$ cat config.mk
export PLATFORM = sky130hd
export DESIGN_NAME = cmd_frame_tx
export DESIGN_NICKNAME = d
export VERILOG_FILES = /design/src/rtl/cmd_frame_pkg.sv /design/src/rtl/frame_byte_ser.sv /design/src/rtl/cmd_frame_tx.sv
export SDC_FILE = /design/constraint.sdc
export NUM_CORES = 1
export LEC_CHECK = 0
export BUFFER_PORTS_ARGS = -buffer_cell sky130_fd_sc_hd__buf_2
export CAP_MARGIN = 15
export CELL_PAD_IN_SITES_DETAIL_PLACEMENT = 1
export CELL_PAD_IN_SITES_GLOBAL_PLACEMENT = 2
export CORE_MARGIN = 3
export CORE_UTILIZATION = 34
export CTS_CLUSTER_DIAMETER = 40
export DETAILED_ROUTE_END_ITERATION = 10
export HOLD_SLACK_MARGIN = 0.12
export PLACE_DENSITY = 0.76
export RECOVER_POWER = 25
export REMOVE_ABC_BUFFERS = 1
export SLEW_MARGIN = 40
export SYNTH_ARGS = -nofsm -noshare
export SYNTH_HDL_FRONTEND = slang
export SYNTH_SLANG_ARGS = --single-unit
$ cat constraint.sdc
create_clock -name CLK -period 2.6 [get_ports CLK]
set_clock_uncertainty 0.05 [all_clocks]
set_input_delay 0.13 -clock CLK [delete_from_list [all_inputs] [get_ports CLK]]
set_output_delay 0.13 -clock CLK [all_outputs]
set_load 0.05 [all_outputs]
$ cat src/rtl/cmd_frame_pkg.sv
// Shared constants for the command framer: frame codes, command-type encodings,
// byte-serializer state encoding and the number of bytes in each frame type.
package cmd_frame_pkg;

    localparam logic [7:0] CODE_RF_WR   = 8'hAA;
    localparam logic [7:0] CODE_RF_RD   = 8'hBB;
    localparam logic [7:0] CODE_ALU_OP  = 8'hCC;
    localparam logic [7:0] CODE_ALU_NOP = 8'hDD;

    typedef enum logic [1:0] {
        CMD_RF_WR   = 2'd0,
        CMD_RF_RD   = 2'd1,
        CMD_ALU_OP  = 2'd2,
        CMD_ALU_NOP = 2'd3
    } cmd_type_e;

    typedef enum logic [2:0] {
        ST_IDLE   = 3'd0,
        ST_START  = 3'd1,
        ST_DATA   = 3'd2,
        ST_PARITY = 3'd3,
        ST_STOP   = 3'd4,
        ST_NEXT   = 3'd5
    } ser_state_e;

    localparam logic [2:0] NBYTES_RF_WR   = 3'd3;
    localparam logic [2:0] NBYTES_RF_RD   = 3'd2;
    localparam logic [2:0] NBYTES_ALU_OP  = 3'd4;
    localparam logic [2:0] NBYTES_ALU_NOP = 3'd2;

    function automatic logic [2:0] byte_count(input cmd_type_e t);
        logic [2:0] n;
        case (t)
            CMD_RF_WR:  n = NBYTES_RF_WR;
            CMD_RF_RD:  n = NBYTES_RF_RD;
            CMD_ALU_OP: n = NBYTES_ALU_OP;
            default:    n = NBYTES_ALU_NOP;
        endcase
        return n;
    endfunction

endpackage

$ cat src/rtl/frame_byte_ser.sv
// Single-byte UART serializer: start bit, data LSB first, optional parity, stop.
// Build option CMD_FRAME_TWO_STOP_EN stretches the stop bit to two bit periods.
//
// state     | meaning
// ST_IDLE   | line high, waiting for i_load
// ST_START  | start bit (0)
// ST_DATA   | data bit r_bit of r_byte
// ST_PARITY | parity bit over r_byte
// ST_STOP   | stop bit(s) (1); exit reloads the next byte or returns to idle
// ST_NEXT   | byte-select decision, folded into the STOP exit, never occupied
module frame_byte_ser #(
    parameter int width = 8
) (
    input  logic             CLK,
    input  logic             Reset,
    input  logic             i_load,
    input  logic [width-1:0] i_byte,
    input  logic             i_more,
    input  logic [width-1:0] i_next_byte,
    input  logic             i_par_en,
    input  logic             i_par_odd,
    input  logic [4:0]       i_prescale,
    output logic             o_tx,
    output logic             o_byte_end
);
    import cmd_frame_pkg::*;

    localparam int BIT_W = $clog2(width);
    localparam logic [BIT_W-1:0] LAST_BIT = BIT_W'(width - 1);

    ser_state_e       r_state;
    logic [4:0]       r_cnt;
    logic [BIT_W-1:0] r_bit;
    logic [width-1:0] r_byte;
    logic             r_tx;
    logic [4:0]       w_pmax;
    logic             w_tick;
    logic             w_stop_last;
    logic [BIT_W-1:0] w_bit_nxt;
    logic             w_parity;

    assign w_pmax    = (i_prescale == 5'd0) ? 5'd0 : i_prescale - 5'd1;
    assign w_tick    = (r_cnt == w_pmax);
    assign w_bit_nxt = r_bit + BIT_W'(1);
    assign w_parity  = i_par_odd ? ~^r_byte : ^r_byte;

`ifdef CMD_FRAME_TWO_STOP_EN
    // Marks the second half of a two-period stop; cleared whenever STOP is left.
    logic r_stop2;
    always_ff @(posedge CLK) begin
        if (Reset || r_state != ST_STOP)
            r_stop2 <= 1'b0;
        else if (w_tick)
            r_stop2 <= 1'b1;
    end
    assign w_stop_last = r_stop2;
`else
    assign w_stop_last = 1'b1;
`endif

    assign o_byte_end = (r_state == ST_STOP) && w_tick && w_stop_last;
    assign o_tx       = r_tx;

    always_ff @(posedge CLK) begin
        if (Reset) begin
            r_state <= ST_IDLE;
            r_cnt   <= '0;
            r_bit   <= '0;
            r_byte  <= '0;
            r_tx    <= 1'b1;
        end else begin
            r_cnt <= (r_state == ST_IDLE || w_tick) ? 5'd0 : r_cnt + 5'd1;
            case (r_state)
                ST_IDLE: if (i_load) begin
                    r_state <= ST_START;
                    r_byte  <= i_byte;
                    r_tx    <= 1'b0;
                end
                ST_START: if (w_tick) begin
                    r_state <= ST_DATA;
                    r_bit   <= '0;
                    r_tx    <= r_byte[0];
                end
                ST_DATA: if (w_tick) begin
                    if (r_bit != LAST_BIT) begin
                        r_bit <= w_bit_nxt;
                        r_tx  <= r_byte[w_bit_nxt];
                    end else if (i_par_en) begin
                        r_state <= ST_PARITY;
                        r_tx    <= w_parity;
                    end else begin
                        r_state <= ST_STOP;
                        r_tx    <= 1'b1;
                    end
                end
                ST_PARITY: if (w_tick) begin
                    r_state <= ST_STOP;
                    r_tx    <= 1'b1;
                end
                ST_STOP: if (o_byte_end) begin
                    if (i_more) begin
                        r_state <= ST_START;
                        r_byte  <= i_next_byte;
                        r_tx    <= 1'b0;
                    end else begin
                        r_state <= ST_IDLE;
                        r_tx    <= 1'b1;
                    end
                end
                default: begin
                    r_state <= ST_IDLE;
                    r_tx    <= 1'b1;
                end
            endcase
        end
    end

endmodule

$ cat src/rtl/cmd_frame_tx.sv
// Host-side command framer: one command per handshake, framed as 0xAA/0xBB/0xCC/0xDD
// byte sequences and sent as back-to-back UART characters. CMD_FRAME_TWO_STOP_EN selects two stop bits.
module cmd_frame_tx #(
    parameter int width = 8,
    parameter int depth = 16
) (
    input  logic                     CLK,
    input  logic                     Reset,
    input  logic                     cmd_valid,
    output logic                     cmd_ready,
    input  logic [1:0]               cmd_type,
    input  logic [$clog2(depth)-1:0] cmd_addr,
    input  logic [width-1:0]         cmd_data_a,
    input  logic [width-1:0]         cmd_data_b,
    input  logic [3:0]               cmd_fun,
    input  logic                     Parity_EN,
    input  logic                     Parity_type,
    input  logic [4:0]               Prescale,
    output logic                     Tx_serial,
    output logic                     Busy,
    output logic                     frame_done
);
    import cmd_frame_pkg::*;

    localparam int AW = $clog2(depth);

    function automatic logic [width-1:0] frame_byte(
        input cmd_type_e        t,
        input logic [1:0]       idx,
        input logic [AW-1:0]    addr,
        input logic [width-1:0] a,
        input logic [width-1:0] b,
        input logic [3:0]       fun
    );
        logic [width-1:0] v;
        v = '0;
        case (t)
            CMD_RF_WR: case (idx)
                2'd0:    v = width'(CODE_RF_WR);
                2'd1:    v = width'(addr);
                2'd2:    v = a;
                default: v = '0;
            endcase
            CMD_RF_RD: case (idx)
                2'd0:    v = width'(CODE_RF_RD);
                2'd1:    v = width'(addr);
                default: v = '0;
            endcase
            CMD_ALU_OP: case (idx)
                2'd0:    v = width'(CODE_ALU_OP);
                2'd1:    v = a;
                2'd2:    v = b;
                default: v = width'(fun);
            endcase
            default: case (idx)
                2'd0:    v = width'(CODE_ALU_NOP);
                2'd1:    v = width'(fun);
                default: v = '0;
            endcase
        endcase
        return v;
    endfunction

    cmd_type_e        r_type;
    logic [AW-1:0]    r_addr;
    logic [width-1:0] r_data_a;
    logic [width-1:0] r_data_b;
    logic [3:0]       r_fun;
    logic             r_par_en;
    logic             r_par_odd;
    logic [4:0]       r_prescale;
    logic [2:0]       r_nbytes;
    logic [1:0]       r_byte_idx;
    logic             r_busy;
    logic             r_ready;
    logic             r_done;
    logic             w_accept;
    logic             w_last_byte;
    logic             w_byte_end;
    logic             w_tx;
    logic [1:0]       w_idx_nxt;
    logic [width-1:0] w_first_byte;
    logic [width-1:0] w_next_byte;

    assign w_accept     = cmd_valid && r_ready;
    assign w_idx_nxt    = r_byte_idx + 2'd1;
    assign w_last_byte  = (({1'b0, r_byte_idx} + 3'd1) == r_nbytes);
    // The first byte is loaded on the accept edge, before the fields are latched.
    assign w_first_byte = frame_byte(cmd_type_e'(cmd_type), 2'd0, cmd_addr, cmd_data_a, cmd_data_b, cmd_fun);
    assign w_next_byte  = frame_byte(r_type, w_idx_nxt, r_addr, r_data_a, r_data_b, r_fun);

    frame_byte_ser #(
        .width(width)
    ) u_ser (
        .CLK         (CLK),
        .Reset       (Reset),
        .i_load      (w_accept),
        .i_byte      (w_first_byte),
        .i_more      (!w_last_byte),
        .i_next_byte (w_next_byte),
        .i_par_en    (r_par_en),
        .i_par_odd   (r_par_odd),
        .i_prescale  (r_prescale),
        .o_tx        (w_tx),
        .o_byte_end  (w_byte_end)
    );

    always_ff @(posedge CLK) begin
        if (Reset) begin
            r_type     <= CMD_RF_WR;
            r_addr     <= '0;
            r_data_a   <= '0;
            r_data_b   <= '0;
            r_fun      <= '0;
            r_par_en   <= 1'b0;
            r_par_odd  <= 1'b0;
            r_prescale <= '0;
            r_nbytes   <= NBYTES_RF_RD;
            r_byte_idx <= '0;
            r_busy     <= 1'b0;
            r_ready    <= 1'b1;
            r_done     <= 1'b0;
        end else begin
            r_done <= 1'b0;
            if (w_accept) begin
                r_type     <= cmd_type_e'(cmd_type);
                r_addr     <= cmd_addr;
                r_data_a   <= cmd_data_a;
                r_data_b   <= cmd_data_b;
                r_fun      <= cmd_fun;
                r_par_en   <= Parity_EN;
                r_par_odd  <= Parity_type;
                r_prescale <= Prescale;
                r_nbytes   <= byte_count(cmd_type_e'(cmd_type));
                r_byte_idx <= '0;
                r_busy     <= 1'b1;
                r_ready    <= 1'b0;
            end else if (r_busy && w_byte_end) begin
                if (w_last_byte) begin
                    r_busy  <= 1'b0;
                    r_ready <= 1'b1;
                    r_done  <= 1'b1;
                end else begin
                    r_byte_idx <= w_idx_nxt;
                end
            end
        end
    end

    assign cmd_ready  = r_ready;
    assign Busy       = r_busy;
    assign frame_done = r_done;
    assign Tx_serial  = w_tx;

endmodule

==> flow_summary.yaml, run 1 <==
floorplan:
  dieWidth_um: 105
  num_io_pins: 40
  die_area_mm2: 0.0110
  core_area_mm2: 0.00937
  num_rows: 35
  initial_core_util_pct: 35.5
  die_y_um: 105
sta:
  worst_slew_pin_slew_ns: 0.746
  fin_tns_setup_ns: 0
  fmax_mhz: 409
  setup_viol: 0
  max_slew_margin_pct: 50.2
  fin_ws_ns: 0.156
  min_period_ns: 2.44
  rsz0062_at_grt: "no"
  drv_slew: 0
  finalHoldViolations: 0
  fin_crit_sh_pct: 94.0
clock_tree:
  path_clk_slew_ns: 0.07
  cts_tree: "built"
  cts_buffers: 9
  clock_sinks: 61
  cts_max_path_buffers: 2
  cts_root_buf: "clkbuf_8"
  cts-htree-levels: 3
  clk_latency_ns: 0.34
global_routing:
  grt_antenna_before_repair: 0
  overflow: 0
  grt_pass1_wl_um: 16700
  grt_use_total_pct: 18.5
  grt_pass1_vias: 3375
  grt_max_degree: 32
critical_path:
  critPathKind: "flop to flop"
  start_kind: "flop"
  end_kind: "flop"
  path_cells: "inv_1, ha_1, and2_1, a211o_1, a32o_1, and4_1, buf_4, a41oi_1, o21ai_0"
  crit_arrival_ns: 2.61
  critPathMaxStageDelay_ns: 0.40
  required_ns: 2.76
  crit_slowest_cell: "dfxtp_1"
  cp_max_fo: 9
routing:
  routed_via_density: 5.28
  drtIter0Drc: 84
  drc: 0
  wl_per_cell_um: 15.8
  ant_nets: 0
  dr.pass1.iters: 4
  wl_um: 9830
  via_count: 3289
cells_and_area:
  nets: 535
  final_cell_mix: "nand2_1, dfxtp_1, a21oi_1"
  fillers: 1164
  layout_commonest_cell: "nand2_1"
  areaGrowthSynthToFinish_pct: 26.3
  drive_gt1_share_pct: 15.6
  num_antenna_cells: 0
logic_synthesis:
  synth_top_flop_cell: "dfxtp_1"
  ys_ff_latch: 61
  synth_edf_count: 0
  async_reset_ff_share_pct: 0
  synth.distinct_cells: 57
  syn_area_per_cell_um2: 7.94
  ys_seq_area_share_pct: 36.7
  synth_warnings: 0
  postSynthCellCount: 419
  synth_area_mm2: 0.00333
outcome:
  outcome: "completed"
placed_design:
  dp_slack_ns: 0.127
  io_buffers: 39
  hpwlAfterDp_um: 6880
  gp_congestion: 0.785
run:
  maxCapViolations: 0
power_and_ir_drop:
  p_per_area_mw_per_mm2: 588
  vdd_drop_max_uv: 244
  leakage_nw: 1.59
hold_path:
  hold_class: "input port to flop"
==> critical path: cells and delay by family (launching register included) <==
family | cells | cell delay, ns
buffers and inverters | 2 | 0.26
adders and majority gates | 1 | 0.26
AOI/OAI and AO/OA | 4 | 0.90
and+or+nand+nor | 2 | 0.46
DFF | 1 | 0.40
==> stage by stage <==
step / instance area, µm² / utilization (%) / hold slack, ns / total power, mW / std cells
2_1_floorplan: 3220 / - / 0.149 / 1.41 / 393
3_3_place_gp: 3670 / 39.2 / 0.320 / 1.58 / 574
3_5_place_dp: 3670 / 39.2 / 0.327 / 1.59 / 574
4_1_cts: 4200 / 44.8 / 0.129 / 2.50 / 622
5_1_grt: 4200 / 44.8 / 0.141 / 2.62 / 623
6_report: 4200 / 44.8 / 0.138 / 2.47 / 623
==> where the power goes <==
part           switching (mW)  internal, mW  total (mW)
sequential             0.0793          1.00        1.08
combinational           0.290         0.240       0.530
clock                   0.375         0.486       0.861
total                   0.745          1.73        2.47
==> synthesized netlist by cell type, drive strengths merged (4+ instances only) <==
master,n,share of area [%]
dfxtp,61,37
clkbuf,23,2.6
a31oi,10,1.9
nor4b,4,2.0
nor2,17,1.9
nand2,83,9.4
xor2,5,1.3
nand4,6,1.5
nand3,13,2.0
nor3,16,2.6
nand2b,7,1.3
nor4,5,0.94
a21oi,54,8.1
nor2b,4,0.75
ha,9,3.4
a221oi,5,1.3
inv,9,1.0
o21ai,18,2.7
xnor2,8,2.1
==> state kept, by name (all words and copies together) (netlist names), 2 cells and up <==
name and flops:
r_addr 4, r_type 2, u_ser.r_bit 3, u_ser.r_byte 8, r_data_b 8, r_byte_idx 2, r_prescale 5, r_data_a 8
r_fun 4, r_nbytes 3, u_ser.r_state 3, u_ser.r_cnt 5
==> metal layers <==
layer  part of all wire [%]  wire length, µm  up-vias  track usage [%]
li1                       -                -     1655                -
met1                     47             4580     1577             23.2
met2                     49             4820       45             31.9
met3                    2.9              283       12             4.45
met4                    1.5              144        0             4.59
met5                      0                0        -                0
==> cells by family (layout without fill, tap and decap cells) <==
| logic type | Yosys count | after routing | share of synthesized area [%] |
|---|---|---|---|
| AO/OA/AOI/OAI | 119 | 119 | 22.2 |
| AND/OR/NAND/NOR | 173 | 173 | 26.1 |
| flip-flops | 61 | 61 | 36.7 |
| multiplexers | 8 | 8 | 3.27 |
| buffers and inverters | 35 | 110 | 4.21 |
| XOR/XNOR | 14 | 14 | 4.10 |
| adder cells (fa/ha/maj) | 9 | 9 | 3.39 |
==> final cells by class <==
type	count	area, µm²	share of cell area (%)
multi-input cells	323	1960	46.8
flip-flops and latches	61	1220	29.1
inverters	9	33.8	0.804
clock inverters	4	47.5	1.13
well taps	129	161	3.84
repair buffers	86	622	14.8
clock buffers	11	151	3.60
==> final timing paths <==
| kind | from | to | slack (ns) | cells after the start |
|---|---|---|---|---|
| setup / recovery | r_prescale[0]$_SDFFE_PP0P_ | cmd_ready$_SDFFE_PP1P_ | 0.16 | 9 |
| hold / removal | Reset | r_nbytes[2]$_SDFFE_PP0P_ | 0.14 | 2 |
| setup reg to reg | r_prescale[0]$_SDFFE_PP0P_ | cmd_ready$_SDFFE_PP1P_ | 0.16 | 9 |
| hold reg to reg | r_fun[2]$_SDFFE_PP0P_ | r_fun[2]$_SDFFE_PP0P_ | 0.41 | 2 |
==> repair_timing <==
action                                  CTS  global route
resized for setup                         0             0
hold buffers                             33             0
endpoints found under the hold margin    34             0
setup buffers                             0             1
endpoints found under the setup margin    0            13
Note: power is estimated with default switching activity, not from simulation.
==> inputs of run 2 (changes only) <==
- CORE_MARGIN: 3 -> default
==> flow_summary.yaml, run 2 (synthesized netlist as in run 1, its figures left out) <==
placed_design:
  io_buffers: 39
  gp_congestion: 0.832
  hpwlAfterDp_um: 6890
  dp.cells: 575
  placed_cell_area_mm2: 0.00368
sta:
  fin_crit_sh_pct: 92.8
  setup_viol: 0
  drv_slew: 0
  fmax_mhz: 414
  finalHoldViolations: 0
  fin_hold_ws_ns: 0.141
  max_slew_margin_pct: 53.2
  worst_slew_pin_slew_ns: 0.702
  min_period_ns: 2.41
  fin_tns_setup_ns: 0
cells_and_area:
  reg_top3: "r_data_a (8), r_data_b (8), u_ser.r_byte (8)"
  nets: 536
  layout_commonest_cell: "nand2_1"
  final_cells: 625
  final_cell_mix: "nand2_1, dfxtp_1, a21oi_1"
  areaGrowthSynthToFinish_pct: 26.4
  num_antenna_cells: 0
  drive_gt1_share_pct: 15.9
  finalInstanceArea_mm2: 0.00421
routing:
  drc: 0
  wl_um: 9810
  drtIter0Drc: 69
  routed_via_density: 5.26
  wl_per_cell_um: 15.7
  ant_nets: 0
  via_count: 3288
  dr.pass1.iters: 4
clock_tree:
  cts_root_buf: "clkbuf_8"
  cts_tree: "built"
  clock_sinks: 61
  cts_max_path_buffers: 2
  path_clk_slew_ns: 0.07
  clk_latency_ns: 0.34
  cts-htree-levels: 3
  cts_buffers: 9
floorplan:
  core_area_mm2: 0.00937
  num_rows: 35
  die_area_mm2: 0.0102
  dieWidth_um: 101
  die_y_um: 101
  initial_core_util_pct: 35.5
  num_io_pins: 40
power_and_ir_drop:
  leakage_nw: 1.59
  p_per_area_mw_per_mm2: 584
  vdd_drop_max_uv: 247
global_routing:
  met3_usage_pct: 4.65
  grt_antenna_before_repair: 0
  global_route.usage.met1_pct: 24.9
  grt_pass1_vias: 3358
  grt_pass1_wl_um: 16600
  grt_use_total_pct: 20.9
  busiest_layer: "met2"
  overflow: 0
  met2_usage_pct: 37.4
  grt_max_degree: 32
critical_path:
  cp_max_fo: 7
  required_ns: 2.82
  crit_arrival_ns: 2.63
  critPathKind: "flop to flop"
  start_kind: "flop"
  end_kind: "flop"
run:
  maxCapViolations: 0
outcome:
  outcome: "completed"
hold_path:
  hold_class: "input port to flop"
-- run 2: worst paths after layout --
| check | depth (start not counted) | slack, ns | to | from |
|---|---|---|---|---|
| worst max-delay path | 8 | 0.19 | u_ser.r_state[2]$_SDFFE_PP0P_ | r_prescale[0]$_SDFFE_PP0P_ |
| worst min-delay path | 2 | 0.14 | r_nbytes[0]$_SDFFE_PP0P_ | Reset |
| worst max register to register | 8 | 0.19 | u_ser.r_state[2]$_SDFFE_PP0P_ | r_prescale[0]$_SDFFE_PP0P_ |
| worst min register to register | 2 | 0.41 | r_fun[2]$_SDFFE_PP0P_ | r_fun[2]$_SDFFE_PP0P_ |
-- run 2: final cells by class --
cell class / count / area (µm²)
inverter: 9 / 33.8
timing repair buffer: 87 / 631
multi-input combinational: 323 / 1970
fill: 1181 / 5170
clock inverter: 4 / 47.5
clock buffer: 12 / 145
tap: 129 / 161
sequential: 61 / 1220
-- run 2: where the power goes --
part	leakage, nW	total (mW)	switching (mW)	internal, mW
Sequential	0.499	1.08	0.0797	1.00
Clock	0.0964	0.845	0.379	0.466
Combinational	0.998	0.528	0.288	0.240
-- run 2: routing by layer --
metal	up-vias	part of all wire (%)
met3	13	2.1
met2	44	50
met5	-	0
met4	0	1.5
li1	1659	-
met1	1572	46
-- run 2: repair_timing --
action / CTS / global route
setup buffers: 0 / 1
endpoints found under the setup margin: 0 / 3
hold buffers: 33 / 0
hold endpoints to repair: 34 / 0
gates resized for setup: 0 / 1
-- run 2: critical path: stages, from the launching register on --
cell,delay [ns]
dfxtp_1,0.40
inv_1,0.07
ha_1,0.24
and2_1,0.18
o21ai_0,0.21
a32o_1,0.36
nand4_2,0.16
or4b_1,0.52
a21oi_1,0.16
-- run 2: metrics by stage --
stage	utilization [%]	power (mW)	setup WS [ns]
floorplan	-	1.41	0.190
global placement	39.3	1.58	0.223
detailed placement	39.3	1.59	0.123
CTS	44.9	2.48	0.0846
global route	44.9	2.59	-0.0000184
finish	44.9	2.45	0.187
==> inputs of run 3 (changes only) <==
- CORE_UTILIZATION: 34 -> 37
- PLACE_DENSITY: 0.76 -> 0.82
- clock period: 2.6 -> 3.05 ns (I/O delays scaled with it)
==> flow_summary.yaml, run 3 (synthesized netlist as in run 1, its figures left out) <==
outcome:
  outcome: "complete, but fails checks"
  violations: "max-capacitance violations, max-slew violations"
critical_path:
  ff2ff_path_depth: 8
  r2r_setup_slack_ns: 0.40
  end_kind: "flop"
  cp_max_fo: 7
  start_kind: "flop"
  path_cells: "inv_1, ha_1, nor4b_4, o21a_1, nor4b_4, nand4_2, or4b_1, a21oi_1"
  crit_path_end: "u_ser.r_state[2]$_SDFFE_PP0P_"
  critPathKind: "flop to flop"
  crit_slowest_cell: "or4b_1"
  crit_arrival_ns: 2.88
  critPathMaxStageDelay_ns: 0.56
  cpMostUsedCell: "nor4b_4"
  startpoint: "r_prescale[0]$_SDFFE_PP0P_"
  required_ns: 3.28
  r2r-end: "u_ser.r_state[2]$_SDFFE_PP0P_"
  worstReg2RegStart: "r_prescale[0]$_SDFFE_PP0P_"
floorplan:
  num_rows: 34
  core_area_mm2: 0.00872
  die_y_um: 96.8
  num_io_pins: 40
  dieWidth_um: 96.8
  die_area_mm2: 0.00937
  initial_core_util_pct: 38.1
routing:
  dr.pass1.iters: 4
  via_count: 3275
  ant_nets: 0
  routed_via_density: 5.49
  drtIter0Drc: 106
  wl_um: 9500
  wl_per_cell_um: 15.9
  drc: 0
global_routing:
  grt_pass1_vias: 3335
  grt_use_total_pct: 21.4
  overflow: 0
  grt_pass1_wl_um: 16400
  grt_antenna_before_repair: 0
  grt_max_degree: 43
cells_and_area:
  final_cell_mix: "nand2_1, dfxtp_1, a21oi_1"
  nets: 528
  areaGrowthSynthToFinish_pct: 25.3
  layout_commonest_cell: "nand2_1"
  num_antenna_cells: 0
  final_cells: 596
  reg_top3: "r_data_a (8), r_data_b (8), u_ser.r_byte (8)"
  finalInstanceArea_mm2: 0.00417
  drive_gt1_share_pct: 14.1
clock_tree:
  cts_tree: "built"
  cts_resized: 0
  path_clk_slew_ns: 0.07
  clk_latency_ns: 0.35
  cts_buffers: 9
  cts_max_path_buffers: 2
  clock_sinks: 61
  cts-htree-levels: 3
  cts_setup_buffers: 0
  cts_root_buf: "clkbuf_8"
  ctsHoldBuffers: 33
placed_design:
  io_buffers: 39
  placed_cell_area_mm2: 0.00360
  dp.cells: 547
  gp_congestion: 0.829
  hpwlAfterDp_um: 6420
  dp_slack_ns: 0.479
power_and_ir_drop:
  internal-power_mw: 1.61
  seqPwrFrac_pct: 41.0
  combPwrFrac_pct: 19.4
  p_per_area_mw_per_mm2: 540
  leakage_nw: 1.58
  clockPowerShare_pct: 39.7
  power_switching_uw: 640
  vdd_drop_max_uv: 244
  netSwitchingFraction_pct: 28.4
sta:
  fin_tns_setup_ns: 0
  fmax_mhz: 378
  fin_crit_sh_pct: 86.8
  worst_slew_pin_slew_ns: 1.67
  rsz0062_at_grt: "no"
  finalHoldViolations: 0
  drv_slew: 39
  min_period_ns: 2.65
  setup_viol: 0
  fin_ws_ns: 0.402
  fin_hold_ws_ns: 0.196
  max_slew_margin_pct: -11.5
hold_path:
  hold_class: "input port to flop"
run:
  maxCapViolations: 1
==> run 3: worst min path at each step <==
stage	from	endpoint	slack [ns]	cells past startpoint
4_1_cts	Reset	u_ser.r_bit[0]$_SDFFE_PP0P_	0.35	2
2_1_floorplan	Reset	Busy$_SDFFE_PP0P_	0.17	1
3_5_place_dp	cmd_data_b[6]	r_data_b[6]$_SDFFE_PP0P_	0.35	3
6_report	Reset	u_ser.r_bit[0]$_SDFFE_PP0P_	0.20	2
3_3_place_gp	cmd_data_a[4]	r_data_a[4]$_SDFFE_PP0P_	0.34	3
5_1_grt	Reset	r_fun[2]$_SDFFE_PP0P_	0.24	2
==> run 3: power groups by stage <==
| stage | registers, mW | logic [mW] | clock network (mW) |
|---|---|---|---|
| 2_1_floorplan | 0.939 | 0.267 | 0 |
| 3_3_place_gp | 0.938 | 0.395 | 0 |
| 3_5_place_dp | 0.939 | 0.405 | 0 |
| 4_1_cts | 0.921 | 0.439 | 0.912 |
| 5_1_grt | 0.932 | 0.482 | 0.957 |
| 6_report | 0.922 | 0.436 | 0.893 |
==> run 3: cell type report <==
| class | count | area (µm²) |
|---|---|---|
| Clock buffer | 12 | 145 |
| Clock inverter | 4 | 95.1 |
| Fill cell | 1085 | 4550 |
| Inverter | 9 | 33.8 |
| Multi-Input combinational cell | 323 | 1960 |
| Sequential cell | 61 | 1220 |
| Tap cell | 108 | 135 |
| Timing Repair Buffer | 79 | 572 |
==> run 3: critical path: cells and delay by family, from the launching register on <==
kind                     cells  cell delay (ns)
flip-flops                   1             0.42
AND/OR/NAND/NOR              4             1.42
AO/OA/AOI/OAI                2             0.35
adder cells (fa/ha/maj)      1             0.25
buffers and inverters        1             0.08
==> run 3: layer usage <==
| metal | global-route usage, % | vias up | wire [µm] |
|---|---|---|---|
| met5 | 0 | - | 0 |
| met4 | 6.66 | 0 | 108 |
| met3 | 3.83 | 12 | 208 |
| met2 | 36.8 | 41 | 4700 |
| met1 | 27.0 | 1581 | 4490 |
| li1 | - | 1641 | - |
==> run 3: through the flow <==
step | power [mW] | utilization [%]
after CTS | 2.27 | 47.8
after global routing | 2.37 | 47.8
after global placement | 1.33 | 41.3
final | 2.25 | 47.8
after detailed placement | 1.34 | 41.3
after floorplan | 1.21 | -
